===== src/rtl/rv_store_unit.sv =====
// Store-side data-memory access unit: lane-aligns rs2 data, builds byte selects and
// runs a req/ack write on the data bus, splitting misaligned stores into two beats.
module rv_store_unit #(
  parameter bit SPLIT_MISALIGNED = 1'b1
) (
  input  logic        i_clk,
  input  logic        i_reset_n,
  input  logic        i_valid,
  output logic        o_ready,
  input  logic [2:0]  i_funct3,
  input  logic [31:0] i_addr,
  input  logic [31:0] i_data,
  output logic        o_bus_req,
  output logic [31:0] o_bus_addr,
  output logic [31:0] o_bus_wdata,
  output logic [3:0]  o_bus_sel,
  output logic        o_bus_we,
  input  logic        i_bus_ack,
  output logic        o_done,
  output logic        o_err
);

  typedef enum logic [1:0] {
    IDLE  = 2'd0,
    BEAT0 = 2'd1,
    BEAT1 = 2'd2
  } state_t;

  state_t      state_r, state_s;
  logic [31:0] hi_wdata_r, hi_wdata_s;
  logic [3:0]  hi_sel_r, hi_sel_s;
  logic        mis_r, mis_s;

  logic        ready_s, req_s, done_s, err_s;
  logic [31:0] addr_s, wdata_s;
  logic [3:0]  sel_s;

  logic        accept_s;
  logic [1:0]  off_s;
  logic [3:0]  size_mask_s;
  logic [63:0] shifted_s;
  logic [7:0]  mask8_s;
  logic        f3_ok_s;
  logic        misaligned_s;

  function automatic logic [3:0] size_mask(input logic [2:0] f3);
    case (f3)
      3'b000:  size_mask = 4'b0001;
      3'b001:  size_mask = 4'b0011;
      3'b010:  size_mask = 4'b1111;
      default: size_mask = 4'b0000;
    endcase
  endfunction

  function automatic logic [31:0] lane_expand(input logic [3:0] m);
    lane_expand = {{8{m[3]}}, {8{m[2]}}, {8{m[1]}}, {8{m[0]}}};
  endfunction

  // Request decode: data is masked to its size so untouched lanes stay zero.
  always_comb begin
    accept_s     = i_valid & o_ready;
    off_s        = i_addr[1:0];
    size_mask_s  = size_mask(i_funct3);
    f3_ok_s      = (size_mask_s != 4'b0000);
    shifted_s    = {32'h0000_0000, i_data & lane_expand(size_mask_s)} << {off_s, 3'b000};
    mask8_s      = {4'b0000, size_mask_s} << off_s;
    misaligned_s = (mask8_s[7:4] != 4'b0000);
  end

  // Next-state and next registered bus outputs.
  always_comb begin
    state_s    = state_r;
    hi_wdata_s = hi_wdata_r;
    hi_sel_s   = hi_sel_r;
    mis_s      = mis_r;
    req_s      = o_bus_req;
    addr_s     = o_bus_addr;
    wdata_s    = o_bus_wdata;
    sel_s      = o_bus_sel;
    done_s     = 1'b0;
    err_s      = 1'b0;
    case (state_r)
      IDLE: begin
        req_s   = 1'b0;
        addr_s  = 32'h0000_0000;
        wdata_s = 32'h0000_0000;
        sel_s   = 4'b0000;
        if (accept_s) begin
          if (!f3_ok_s || (misaligned_s && !SPLIT_MISALIGNED)) begin
            err_s = 1'b1;
          end else begin
            state_s    = BEAT0;
            req_s      = 1'b1;
            addr_s     = {i_addr[31:2], 2'b00};
            wdata_s    = shifted_s[31:0];
            sel_s      = mask8_s[3:0];
            hi_wdata_s = shifted_s[63:32];
            hi_sel_s   = mask8_s[7:4];
            mis_s      = misaligned_s;
          end
        end else begin
          state_s = IDLE;
        end
      end
      BEAT0: begin
        if (i_bus_ack) begin
          if (mis_r) begin
            state_s = BEAT1;
            addr_s  = o_bus_addr + 32'd4;
            wdata_s = hi_wdata_r;
            sel_s   = hi_sel_r;
          end else begin
            state_s = IDLE;
            done_s  = 1'b1;
            req_s   = 1'b0;
            addr_s  = 32'h0000_0000;
            wdata_s = 32'h0000_0000;
            sel_s   = 4'b0000;
          end
        end else begin
          state_s = BEAT0;
        end
      end
      BEAT1: begin
        if (i_bus_ack) begin
          state_s = IDLE;
          done_s  = 1'b1;
          req_s   = 1'b0;
          addr_s  = 32'h0000_0000;
          wdata_s = 32'h0000_0000;
          sel_s   = 4'b0000;
        end else begin
          state_s = BEAT1;
        end
      end
      default: begin
        state_s = IDLE;
        req_s   = 1'b0;
        addr_s  = 32'h0000_0000;
        wdata_s = 32'h0000_0000;
        sel_s   = 4'b0000;
      end
    endcase
    ready_s = (state_s == IDLE);
  end

  // State and output registers; reset abandons any transaction in flight.
  always_ff @(posedge i_clk) begin
    if (!i_reset_n) begin
      state_r     <= IDLE;
      hi_wdata_r  <= 32'h0000_0000;
      hi_sel_r    <= 4'b0000;
      mis_r       <= 1'b0;
      o_ready     <= 1'b1;
      o_bus_req   <= 1'b0;
      o_bus_we    <= 1'b0;
      o_bus_addr  <= 32'h0000_0000;
      o_bus_wdata <= 32'h0000_0000;
      o_bus_sel   <= 4'b0000;
      o_done      <= 1'b0;
      o_err       <= 1'b0;
    end else begin
      state_r     <= state_s;
      hi_wdata_r  <= hi_wdata_s;
      hi_sel_r    <= hi_sel_s;
      mis_r       <= mis_s;
      o_ready     <= ready_s;
      o_bus_req   <= req_s;
      o_bus_we    <= req_s;
      o_bus_addr  <= addr_s;
      o_bus_wdata <= wdata_s;
      o_bus_sel   <= sel_s;
      o_done      <= done_s;
      o_err       <= err_s;
    end
  end

endmodule

===== config.mk =====
export PLATFORM = sky130hd
export DESIGN_NAME = rv_store_unit
export DESIGN_NICKNAME = d
export VERILOG_FILES = /design/src/rtl/rv_store_unit.sv
export SDC_FILE = /design/constraint.sdc
export NUM_CORES = 1
export LEC_CHECK = 0
export BUFFER_PORTS_ARGS = -buffer_cell sky130_fd_sc_hd__buf_2
export CAP_MARGIN = 20
export CORE_MARGIN = 2
export CORE_UTILIZATION = 30
export DETAILED_ROUTE_END_ITERATION = 16
export GPL_ROUTABILITY_DRIVEN = 0
export GPL_TIMING_DRIVEN = 0
export SLEW_MARGIN = 20
export SYNTH_ARGS = -nofsm -noshare
export SYNTH_HDL_FRONTEND = slang
export SYNTH_SLANG_ARGS = --single-unit

===== constraint.sdc =====
create_clock -name i_clk -period 2.3 [get_ports i_clk]
set_input_delay 0.46 -clock i_clk [delete_from_list [all_inputs] [get_ports i_clk]]
set_output_delay 0.46 -clock i_clk [all_outputs]
set_load 0.02 [all_outputs]

Yosys cells after proc, flatten, opt, wreduce, memory -nomap -nowiden
Index checks and enable logic that the tools add are counted.
Cells by class
  $add $sub $neg: 1
  equal/unequal tests: 7
  shift operators: 2
  mux-type cells: 35
  bitwise logic cells: 2
  reduce and logical (&&, ||, !) cells: 9
Operator list (count)
  $mux W32: 9
  $pmux W32 S3: 2
  $shl A32 B5 Y64: 1
  $add A32 B3 Y32 const B: 1
  $and A32 B32 Y32: 1
  $pmux W4 S3: 2
  $mux W4: 5
  $mux W2: 5
  $mux W1: 9
  $reduce_and A3 Y1: 3
  $reduce_bool A4 Y1: 2
  $shl A4 B2 Y8: 1
  $ne A2 B2 Y1 const B: 3
  $pmux W2 S3: 1
  $logic_not A2 Y1: 2
  $eq A3 B1 Y1 const B: 1
  $eq A3 B2 Y1 const B: 1
  $logic_not A3 Y1: 1
  $pmux W1 S3: 1
  $eq A2 B1 Y1 const B: 1
  $eq A2 B2 Y1 const B: 1
  $pmux W1 S2: 1
  $reduce_and A2 Y1: 1
  $and A1 B1 Y1: 1
Storage, ports and cells
  register bits after elaboration: 111
  input port bits: 71
  output and inout port bits: 73
  logic and storage cells: 67

Logic depth before layout (Yosys ltp)
Gate-level depths: netlist of the first run.
  word-level depth: 7
  mapped depth: 10

Least setup slack after synthesis of the first run
OpenSTA, ideal clock, no wires.
  path kind: register to register
  start point: reg o_bus_addr[8]
  end point: reg o_bus_addr[31]
  library setup time: 0.122 ns
  arrival time: 1.931 ns
  required time: 2.178 ns
  setup slack: 0.247 ns
  cell stages (with the launch flop): 7
  period minus slack after synthesis: 2.053 ns
  cell sequence: dfxtp_1 -> nand4_2 -> or4_4 -> buf_6 -> nor4_4 -> o21ai_1 -> a221o_1
Between the ends
  word-level cells in the longest chain between the ends: 4
Ends and longest elaborated chain
  start, declared: RTL line 14  | output logic [31:0] o_bus_addr,
  start signal, assigned: RTL line 170  | o_bus_addr <= addr_s;
  $add A32 B3 Y32: RTL line 109  | addr_s = o_bus_addr + 32'd4;
  $mux W32: RTL line 107  | if (mis_r) begin
  $mux W32: RTL line 106  | if (i_bus_ack) begin
  $pmux W32 S3: RTL line 82  | case (state_r)
No other way between the ends. The select of a mux whose other input is x is not followed.
A chain may end at the register's enable or synchronous reset.

Final worst setup path of the first run
  start point: reg state_r[1]
  end point: reg o_bus_wdata[17]
Between the ends
  word-level cells in the longest chain between the ends: 3
  elaborated cells between the ends (all ways): 7
  those cells by class: eq/ne (4); mux (1); reduce/logical (2)
Ends and longest elaborated chain
  start, declared: RTL line 29  | state_t state_r, state_s;
  start signal, assigned: RTL line 163  | state_r <= state_s;
  $eq A2 B1 Y1 / $eq A2 B2 Y1 (equally long branches): RTL line 82
  $ne A2 B2 Y1 (no source line)
  $reduce_and A2 Y1 (no source line)
  end signal, assigned: RTL line 171  | o_bus_wdata <= wdata_s;
  end, declared: RTL line 15  | output logic [31:0] o_bus_wdata,
Several ways; a longest one is shown, not always the timed one.

==> results of run 1 <==
[worst min path at each step]
stage | from | end | slack, ns | depth (start not counted)
2_1_floorplan | hi_sel_r[2] | hi_sel_r[2] | 0.43 | 2
3_3_place_gp | o_bus_wdata[31] | o_bus_wdata[31] | 0.43 | 2
3_5_place_dp | o_bus_wdata[31] | o_bus_wdata[31] | 0.44 | 2
4_1_cts | i_addr[15] | o_bus_addr[15] | 0.30 | 3
5_1_grt | i_addr[15] | o_bus_addr[15] | 0.32 | 3
6_report | i_addr[15] | o_bus_addr[15] | 0.31 | 3
[power breakdown]
group | total (mW) | switching (mW) | internal, mW | leakage [nW]
logic | 0.539 | 0.366 | 0.173 | 1.72
clock network | 1.60 | 0.714 | 0.884 | 0.144
registers | 1.79 | 0.0328 | 1.76 | 0.808
[worst reg2reg max path, delay by kind of cell (launching register included)]
kind	cells	cell delay [ns]
fa+ha+maj	1	0.16
flops	1	0.34
buf+inv	3	0.93
simple gates	2	0.42
compound gates	2	0.28
[sequential cells by signal, summed over array words and instances, names as in the netlist]
register,cells
o_bus_we,1
state_r,2
hi_wdata_r,24
o_bus_sel,4
o_bus_addr,30
o_done,1
hi_sel_r,3
o_bus_wdata,32
mis_r,1
o_err,1
o_ready,1
[logic make-up after synthesis]
kind of cell    count (synthesis)
flops                         100
compound gates                223
other cells                     1
mux                             8
fa+ha+maj                       5
xor+xnor                        6
simple gates                  255
buf+inv                        72
[Yosys cell counts (all sizes together) (10+ instances only)]
cell / instances / area share, %
nor2: 39 / 2.7
a32o: 10 / 1.9
nand2: 88 / 6.2
nor3: 18 / 1.7
a22o: 11 / 1.8
nand3: 33 / 3.3
dfxtp: 100 / 38
nor4: 10 / 1.5
a22oi: 22 / 3.1
buf: 14 / 1.5
a21oi: 49 / 4.6
clkbuf: 43 / 3.2
a222oi: 16 / 3.0
nand4: 12 / 1.6
and2: 14 / 1.6
o21ai: 58 / 5.5
inv: 15 / 1.1
[per-layer routing]
layer | part of all wire (%) | global-route usage [%]
met5 | 0 | 0
met4 | 2.1 | 6.415
met3 | 9.7 | 4.857
met2 | 44 | 34.38
met1 | 44 | 30.73
[final cells by class]
class / instances / area (sq um) / area share (%)
Multi-Input combinational cell: 499 / 3079 / 46.09
Sequential cell: 100 / 2002 / 29.96
Timing Repair Buffer: 140 / 700.7 / 10.49
Tap cell: 225 / 281.5 / 4.213
Buffer: 53 / 257.7 / 3.858
Clock buffer: 12 / 246.5 / 3.689
Inverter: 15 / 56.30 / 0.8427
Clock inverter: 4 / 55.05 / 0.8240
Antenna cell: 1 / 2.502 / 0.03745
[timing repair]
item / 4_1_cts / 5_1_grt
gates cloned: 0 / 0
endpoints found under the setup margin: 81 / 59
pin swaps: 0 / 0
resized for setup: 19 / 14
[metrics by stage]
| stage | power, mW | area, sq um | utilization, % | instances | hold WS (ns) |
|---|---|---|---|---|---|
| 6_report | 3.931 | 6681 | 38.63 | 1049 | 0.3068 |
| 5_1_grt | 4.065 | 6679 | 38.61 | 1048 | 0.3152 |
| 4_1_cts | 3.940 | 6670 | 38.56 | 1051 | 0.2999 |
| 3_5_place_dp | 2.346 | 6322 | 36.55 | 1036 | 0.4398 |
| 3_3_place_gp | 2.346 | 6311 | 36.49 | 1036 | 0.4328 |
| 2_1_floorplan | 2.106 | 5329 | - | 671 | 0.4322 |
==> results.toml, run 1 <==
[yosys]
ys_seq_elements = 100
synthFlopType = "dfxtp_1"
synth_cells = 670
synth_top_family_by_area = "compound AO/OA/AOI/OAI gates"
synth-compound-area-share_pct = 28.41
synth_mux_area_share_pct = 1.504
synth_xor_area_share_pct = 0.9868
ys_warn_count = 0
async_reset_ff_share_pct = 0
synthAdderAreaFrac_pct = 1.175
ys_seq_area_share_pct = 37.59
synth.distinct_cells = 66
synth_edf_count = 0
syn_area_per_cell_sq_um = 7.948
synth-simple-area-share_pct = 24.46
netlist_area_sq_um = 5325

[routing]
drtPass1Iterations = 5
drt-vias-per-instance = 5.692
vias = 5971
ant_nets = 0
drc = 0
drt_wl_total_um = 20980
wire_per_inst_um = 20.00
dr.first_iter.drc_count = 632

[clock_network]
cts.sinks = 100
insertion_delay_ns = 0.36
cts-root-buf = "clkbuf_16"
clkTransAtPathRegs_ns = 0.07
cts_htree_levels = 3
post-cts-setup-buffers = 0
cts_made_buffers = 9
clk_path_buf_depth = 2
hold_buffers = 0
cts_tree = "built"

[outcome]
outcome = "completed"

[timing]
rsz0062_at_grt = "false"
skew_ns = 0.01140
maxSlewViolCount = 0
setup_tns_ns = 0
timing.final.ws_setup_ns = 0.08989
setup_viol = 0
tightest_slew_ns = 0.8382
hold_viol_final = 0
max_slew_margin_pct = 43.66
fmax_mhz = 452.5
finalCriticalPeriod_ns = 2.210
post-route-period-util_pct = 96.09

[final_layout]
syn_to_final_growth_pct = 25.47
finish.net_count = 894
final_cell_mix = "149 x buf_2, 100 x dfxtp_1, 87 x nand2_1"
nFillCells = 1885
final_common_cell = "buf_2"
drive_gt1_share_pct = 25.03

[worst_setup_path]
crit_end = "o_bus_wdata[17]"
reg2reg_to = "o_bus_wdata[17]"
worstSetupStartpointType = "flop"
startpoint = "state_r[1]"
cp-end-kind = "flop"
rrSetupSlack_ns = 0.09
path_depth = 8
crit_buf_inv = 3
critPathSlowestCell = "clkbuf_1"
crit_arrival_ns = 2.48
path_class = "flop to flop"
cpPeakStageDelay_ns = 0.69
critPathRequiredTime_ns = 2.57
path_cells = "inv_1 -> ha_1 -> clkbuf_8 -> o21bai_1 -> nor2_1 -> clkbuf_1 -> nand2_1 -> o21ai_0"
critPathTopFamily = "buffers and inverters"
rr_worst_depth = 8
cp_max_fo = 10
r2r-start = "state_r[1]"

[die]
start_util_pct = 30.79
core_area_sq_um = 17300
die_w_um = 137.2
num_rows = 48
boundaryPins = 144
dieArea_sq_um = 18830
die_h_um = 137.2

[global_routing]
antenna_found_initial = 1
grt-ovfl-total = 0
grt_pass1_wl_um = 31340
grt_pass1_vias = 5474
grt_max_degree = 17
grt_use_total_pct = 22.13

[hold_path]
hp-class = "primary input to flop"

[power_and_ir_drop]
peakVddDrop_mv = 0.3748
p_per_area_nw_per_um2 = 588.3
p_leak_nw = 2.670

[placed_design]
dpl.hpwl_um = 15560
port_buffers = 140
place_ws_ns = -0.3954

[run]
drv_cap = 0
No activity file was read; power rests on OpenSTA's default activity.
==> run 2: changes to the inputs <==
--- a/config.mk
+++ b/config.mk
@@ -12,6 +12,7 @@
 export DETAILED_ROUTE_END_ITERATION = 16
 export GPL_ROUTABILITY_DRIVEN = 0
 export GPL_TIMING_DRIVEN = 0
+export PLACE_DENSITY = 0.56
 export SLEW_MARGIN = 20
 export SYNTH_ARGS = -nofsm -noshare
 export SYNTH_HDL_FRONTEND = slang
==> results.toml, run 2 (same netlist as run 1, synthesis figures left out) <==
[timing]
skew_ns = 0.01041
maxSlewViolCount = 0
tightest_slew_ns = 0.8459
rsz0062_at_grt = "true"
setup_viol = 0
post-route-period-util_pct = 93.79
finalCriticalPeriod_ns = 2.157
timing.final.ws_setup_ns = 0.1428
hold_viol_final = 0
whs_ns = 0.2978
fmax_mhz = 463.6
max_slew_margin_pct = 43.14

[die]
core_area_sq_um = 17300
num_rows = 48
die_w_um = 137.2
boundaryPins = 144
die_h_um = 137.2
start_util_pct = 30.79
dieArea_sq_um = 18830

[run]
drv_cap = 0

[power_and_ir_drop]
p_sw_share_pct = 28.85
peakVddDrop_mv = 0.3863
p_per_area_nw_per_um2 = 593.0
combPwrFrac_pct = 13.6
internal_power_mw = 2.826
p_leak_nw = 2.680
fin_total_pwr_mw = 3.971
p_clk_share_pct = 41.3
switching_power_mw = 1.146
seqPwrFrac_pct = 45.2

[placed_design]
port_buffers = 140
dpl.hpwl_um = 15690
place_ws_ns = -0.4261
placed_cells = 1037

[final_layout]
final_cells = 1050
final_common_cell = "buf_2"
top_regs = "o_bus_wdata (32), o_bus_addr (30), hi_wdata_r (24)"
final_cell_mix = "150 x buf_2, 100 x dfxtp_1, 87 x nand2_1"
drive_gt1_share_pct = 25.21
syn_to_final_growth_pct = 25.75
regMostFlops = "o_bus_wdata"
finish.net_count = 896
largest_reg_flops = 32
num_antenna_cells = 0

[routing]
ant_nets = 0
vias = 5900
drtPass1Iterations = 6
drt_wl_total_um = 21190
dr.first_iter.drc_count = 601
drt-vias-per-instance = 5.619
drc = 0
wire_per_inst_um = 20.18

[clock_network]
cts-root-buf = "clkbuf_16"
insertion_delay_ns = 0.36
cts_tree = "built"
cts.sinks = 100
clk_path_buf_depth = 2
cts_made_buffers = 9
cts_htree_levels = 3
clkTransAtPathRegs_ns = 0.07

[outcome]
outcome = "completed"

[global_routing]
antenna_found_initial = 1
grt_pass1_wl_um = 31480
grt_use_total_pct = 22.30
grt_pass1_vias = 5456
grt-ovfl-total = 0
grt_max_degree = 18

[worst_setup_path]
r2r-start = "state_r[1]"
path_class = "flop to flop"
cp-end-kind = "flop"
crit_arrival_ns = 2.44
critPathRequiredTime_ns = 2.58
worstSetupStartpointType = "flop"
cp_max_fo = 10
startpoint = "state_r[1]"

[hold_path]
hp-class = "primary input to flop"
worstHoldStart = "i_addr[15]"
## run 2: power groups by stage
stage          Clock (mW)  Combinational, mW  Sequential (mW)
2_1_floorplan           0              0.251             1.85
3_3_place_gp            0              0.516             1.83
3_5_place_dp            0              0.515             1.83
6_report             1.64              0.540             1.79
5_1_grt              1.73              0.577             1.80
4_1_cts              1.68              0.526             1.79
## run 2: what timing repair did
item	in CTS	in global routing
hold buffers	0	0
resized for setup	18	15
setup buffers	0	1
pin swaps	0	2
cloned	0	0
endpoints found under the setup margin	81	51
## run 2: metal layers
| layer | track usage, % | part of all wire [%] | up-vias |
|---|---|---|---|
| li1 | - | - | 2791 |
| met1 | 30.19 | 43 | 2793 |
| met2 | 34.33 | 44 | 275 |
| met3 | 4.599 | 9.8 | 41 |
| met4 | 9.565 | 3.2 | 0 |
| met5 | 0 | 0 | - |
## run 2: final timing paths
path	slack, ns	cells past startpoint	end
setup / recovery	0.14	7	o_bus_wdata[17]
hold / removal	0.30	3	o_bus_addr[15]
setup reg to reg	0.14	7	o_bus_wdata[17]
hold reg to reg	0.45	2	o_bus_wdata[1]
## run 2: area by class of cell
| type | count | area, sq um |
|---|---|---|
| Buffer | 53 | 259.0 |
| Inverter | 15 | 56.30 |
| Clock inverter | 5 | 66.31 |
| Tap cell | 225 | 281.5 |
| Clock buffer | 11 | 242.7 |
| Timing Repair Buffer | 142 | 713.2 |
| Fill cell | 1879 | 10600 |
| Sequential cell | 100 | 2002 |
| Multi-Input combinational cell | 499 | 3075 |
## run 2: critical path, cell delays in order (launching register included)
cell	delay, ns
dfxtp_1	0.39
inv_1	0.08
ha_1	0.18
clkbuf_8	0.16
o21ba_2	0.32
or3_4	0.47
clkbuf_2	0.27
o21ai_0	0.22
## run 2: stage by stage
step	area, sq um	setup TNS, ns	utilization (%)
2_1_floorplan	5329	0	-
3_3_place_gp	6311	-18.51	36.49
3_5_place_dp	6327	-18.56	36.58
4_1_cts	6674	0	38.59
5_1_grt	6696	-0.04565	38.72
6_report	6696	0	38.72
==> run 3: changes to the inputs <==
--- a/config.mk
+++ b/config.mk
@@ -11,7 +11,6 @@
 export CORE_UTILIZATION = 30
 export DETAILED_ROUTE_END_ITERATION = 16
 export GPL_ROUTABILITY_DRIVEN = 0
-export GPL_TIMING_DRIVEN = 0
 export PLACE_DENSITY = 0.56
 export SLEW_MARGIN = 20
 export SYNTH_ARGS = -nofsm -noshare
==> results.toml, run 3 (same netlist as run 1, synthesis figures left out) <==
[outcome]
outcome = "completed"

[timing]
rsz0062_at_grt = "false"
finalCriticalPeriod_ns = 2.122
setup_viol = 0
maxSlewViolCount = 0
tightest_slew_ns = 0.6260
max_slew_margin_pct = 57.91
hold_viol_final = 0
skew_ns = 0.008317
post-route-period-util_pct = 92.28
fmax_mhz = 471.2
timing.final.ws_setup_ns = 0.1775
setup_tns_ns = 0

[clock_network]
clk_path_buf_depth = 2
cts_htree_levels = 3
cts_made_buffers = 9
cts.sinks = 100
cts-root-buf = "clkbuf_16"
post-cts-setup-buffers = 0
clkTransAtPathRegs_ns = 0.07
cts_tree = "built"
insertion_delay_ns = 0.36
hold_buffers = 0
cts_resized = 0

[run]
drv_cap = 0

[final_layout]
largest_reg_flops = 32
num_antenna_cells = 0
top_regs = "o_bus_wdata (32), o_bus_addr (30), hi_wdata_r (24)"
final_cell_mix = "141 x buf_2, 100 x dfxtp_1, 88 x nand2_1"
syn_to_final_growth_pct = 25.92
drive_gt1_share_pct = 25.90
finish.net_count = 879
final_common_cell = "buf_2"
final_cell_area_sq_um = 6705
fin_util_pct = 38.77
regMostFlops = "o_bus_wdata"

[worst_setup_path]
path_class = "flop to flop"
worstSetupStartpointType = "flop"
critPathSlowestCell = "nor2_1"
critPathRequiredTime_ns = 2.60
crit_arrival_ns = 2.42
crit_top_cell = "nor2_1"
reg2reg_to = "o_bus_wdata[8]"
cpPeakStageDelay_ns = 0.50
critPathTopFamily = "simple AND/OR/NAND/NOR gates"
rrSetupSlack_ns = 0.18
cp-end-kind = "flop"
crit_buf_inv = 2
rr_worst_depth = 8
cp_max_fo = 16
r2r-start = "state_r[1]"
path_cells = "inv_1 -> ha_1 -> o21bai_1 -> o21ai_1 -> buf_4 -> nor2_1 -> a222oi_1 -> nor2_1"

[routing]
dr.first_iter.drc_count = 472
drc = 0
wire_per_inst_um = 18.67
drtPass1Iterations = 6
ant_nets = 0
vias = 5667
drt_wl_total_um = 19270
drt-vias-per-instance = 5.491

[die]
boundaryPins = 144
die_w_um = 137.2
die_h_um = 137.2
core_area_sq_um = 17300
num_rows = 48
start_util_pct = 30.79
dieArea_sq_um = 18830

[global_routing]
grt_pass1_wl_um = 29650
grt_max_degree = 38
antenna_found_initial = 0
grt_pass1_vias = 5298
grt_use_total_pct = 20.67
grt-ovfl-total = 0

[placed_design]
place_ws_ns = 0.1605
dpl.hpwl_um = 13940
port_buffers = 141
placed_area_sq_um = 6356

[power_and_ir_drop]
peakVddDrop_mv = 0.3690
p_per_area_nw_per_um2 = 614.7
p_leak_nw = 2.718

[hold_path]
worstHoldStart = "i_addr[15]"
hp-class = "primary input to flop"
min_path_cells = 3
hold_path_end = "o_bus_addr[15]"
[run 3: changes by cell type in the layout (fill, tap and decap cells not counted), sizes merged]
cell,before,now
clkbuf,49,9
buf,157,178
bufinv,1,3
clkinvlp,1,0
[run 3: power breakdown]
group | total (mW) | switching (mW) | internal (mW)
combinational | 0.525 | 0.343 | 0.182
clock | 1.80 | 0.731 | 1.07
sequential | 1.79 | 0.0314 | 1.76
[run 3: worst min-delay path: stages]
cell and delay (ns):
buf_2 0.08, nand2_1 0.04, nand3_1 0.05
[run 3: how the worst max path moves through the flow]
stage	endpoint	cells past startpoint	startpoint
floorplan	o_bus_addr[31]	6	o_bus_addr[8]
global placement	o_bus_wdata[13]	7	state_r[1]
detailed placement	o_bus_wdata[11]	7	state_r[1]
CTS	o_bus_wdata[9]	7	state_r[1]
global route	hi_wdata_r[16]	9	state_r[0]
finish	o_bus_wdata[8]	8	state_r[1]
[run 3: area by class of cell]
| type | instances | area (sq um) |
|---|---|---|
| Fill cell | 1858 | 10590 |
| Multi-Input combinational cell | 499 | 3025 |
| Sequential cell | 100 | 2002 |
| Timing Repair Buffer | 178 | 996.0 |
| Tap cell | 225 | 281.5 |
| Clock buffer | 9 | 225.2 |
| Clock inverter | 6 | 118.9 |
| Inverter | 15 | 56.30 |
[run 3: stage by stage]
stage	power [mW]	instances	hold slack, ns
after global routing	4.279	1032	0.3069
after floorplan	2.106	671	0.4322
after CTS	4.168	1032	0.2864
final	4.122	1032	0.2975
after detailed placement	2.352	1017	0.4405
after global placement	2.354	1017	0.4376
[run 3: metal layers]
metal | wire length (um) | GRT usage, % | share of wire, % | vias to the layer above
met4 | 519 | 7.675 | 2.7 | 0
met1 | 8703 | 27.72 | 45 | 2650
li1 | - | - | - | 2749
met3 | 1394 | 4.231 | 7.2 | 30
met5 | 0 | 0 | 0 | -
met2 | 8653 | 32.73 | 45 | 238
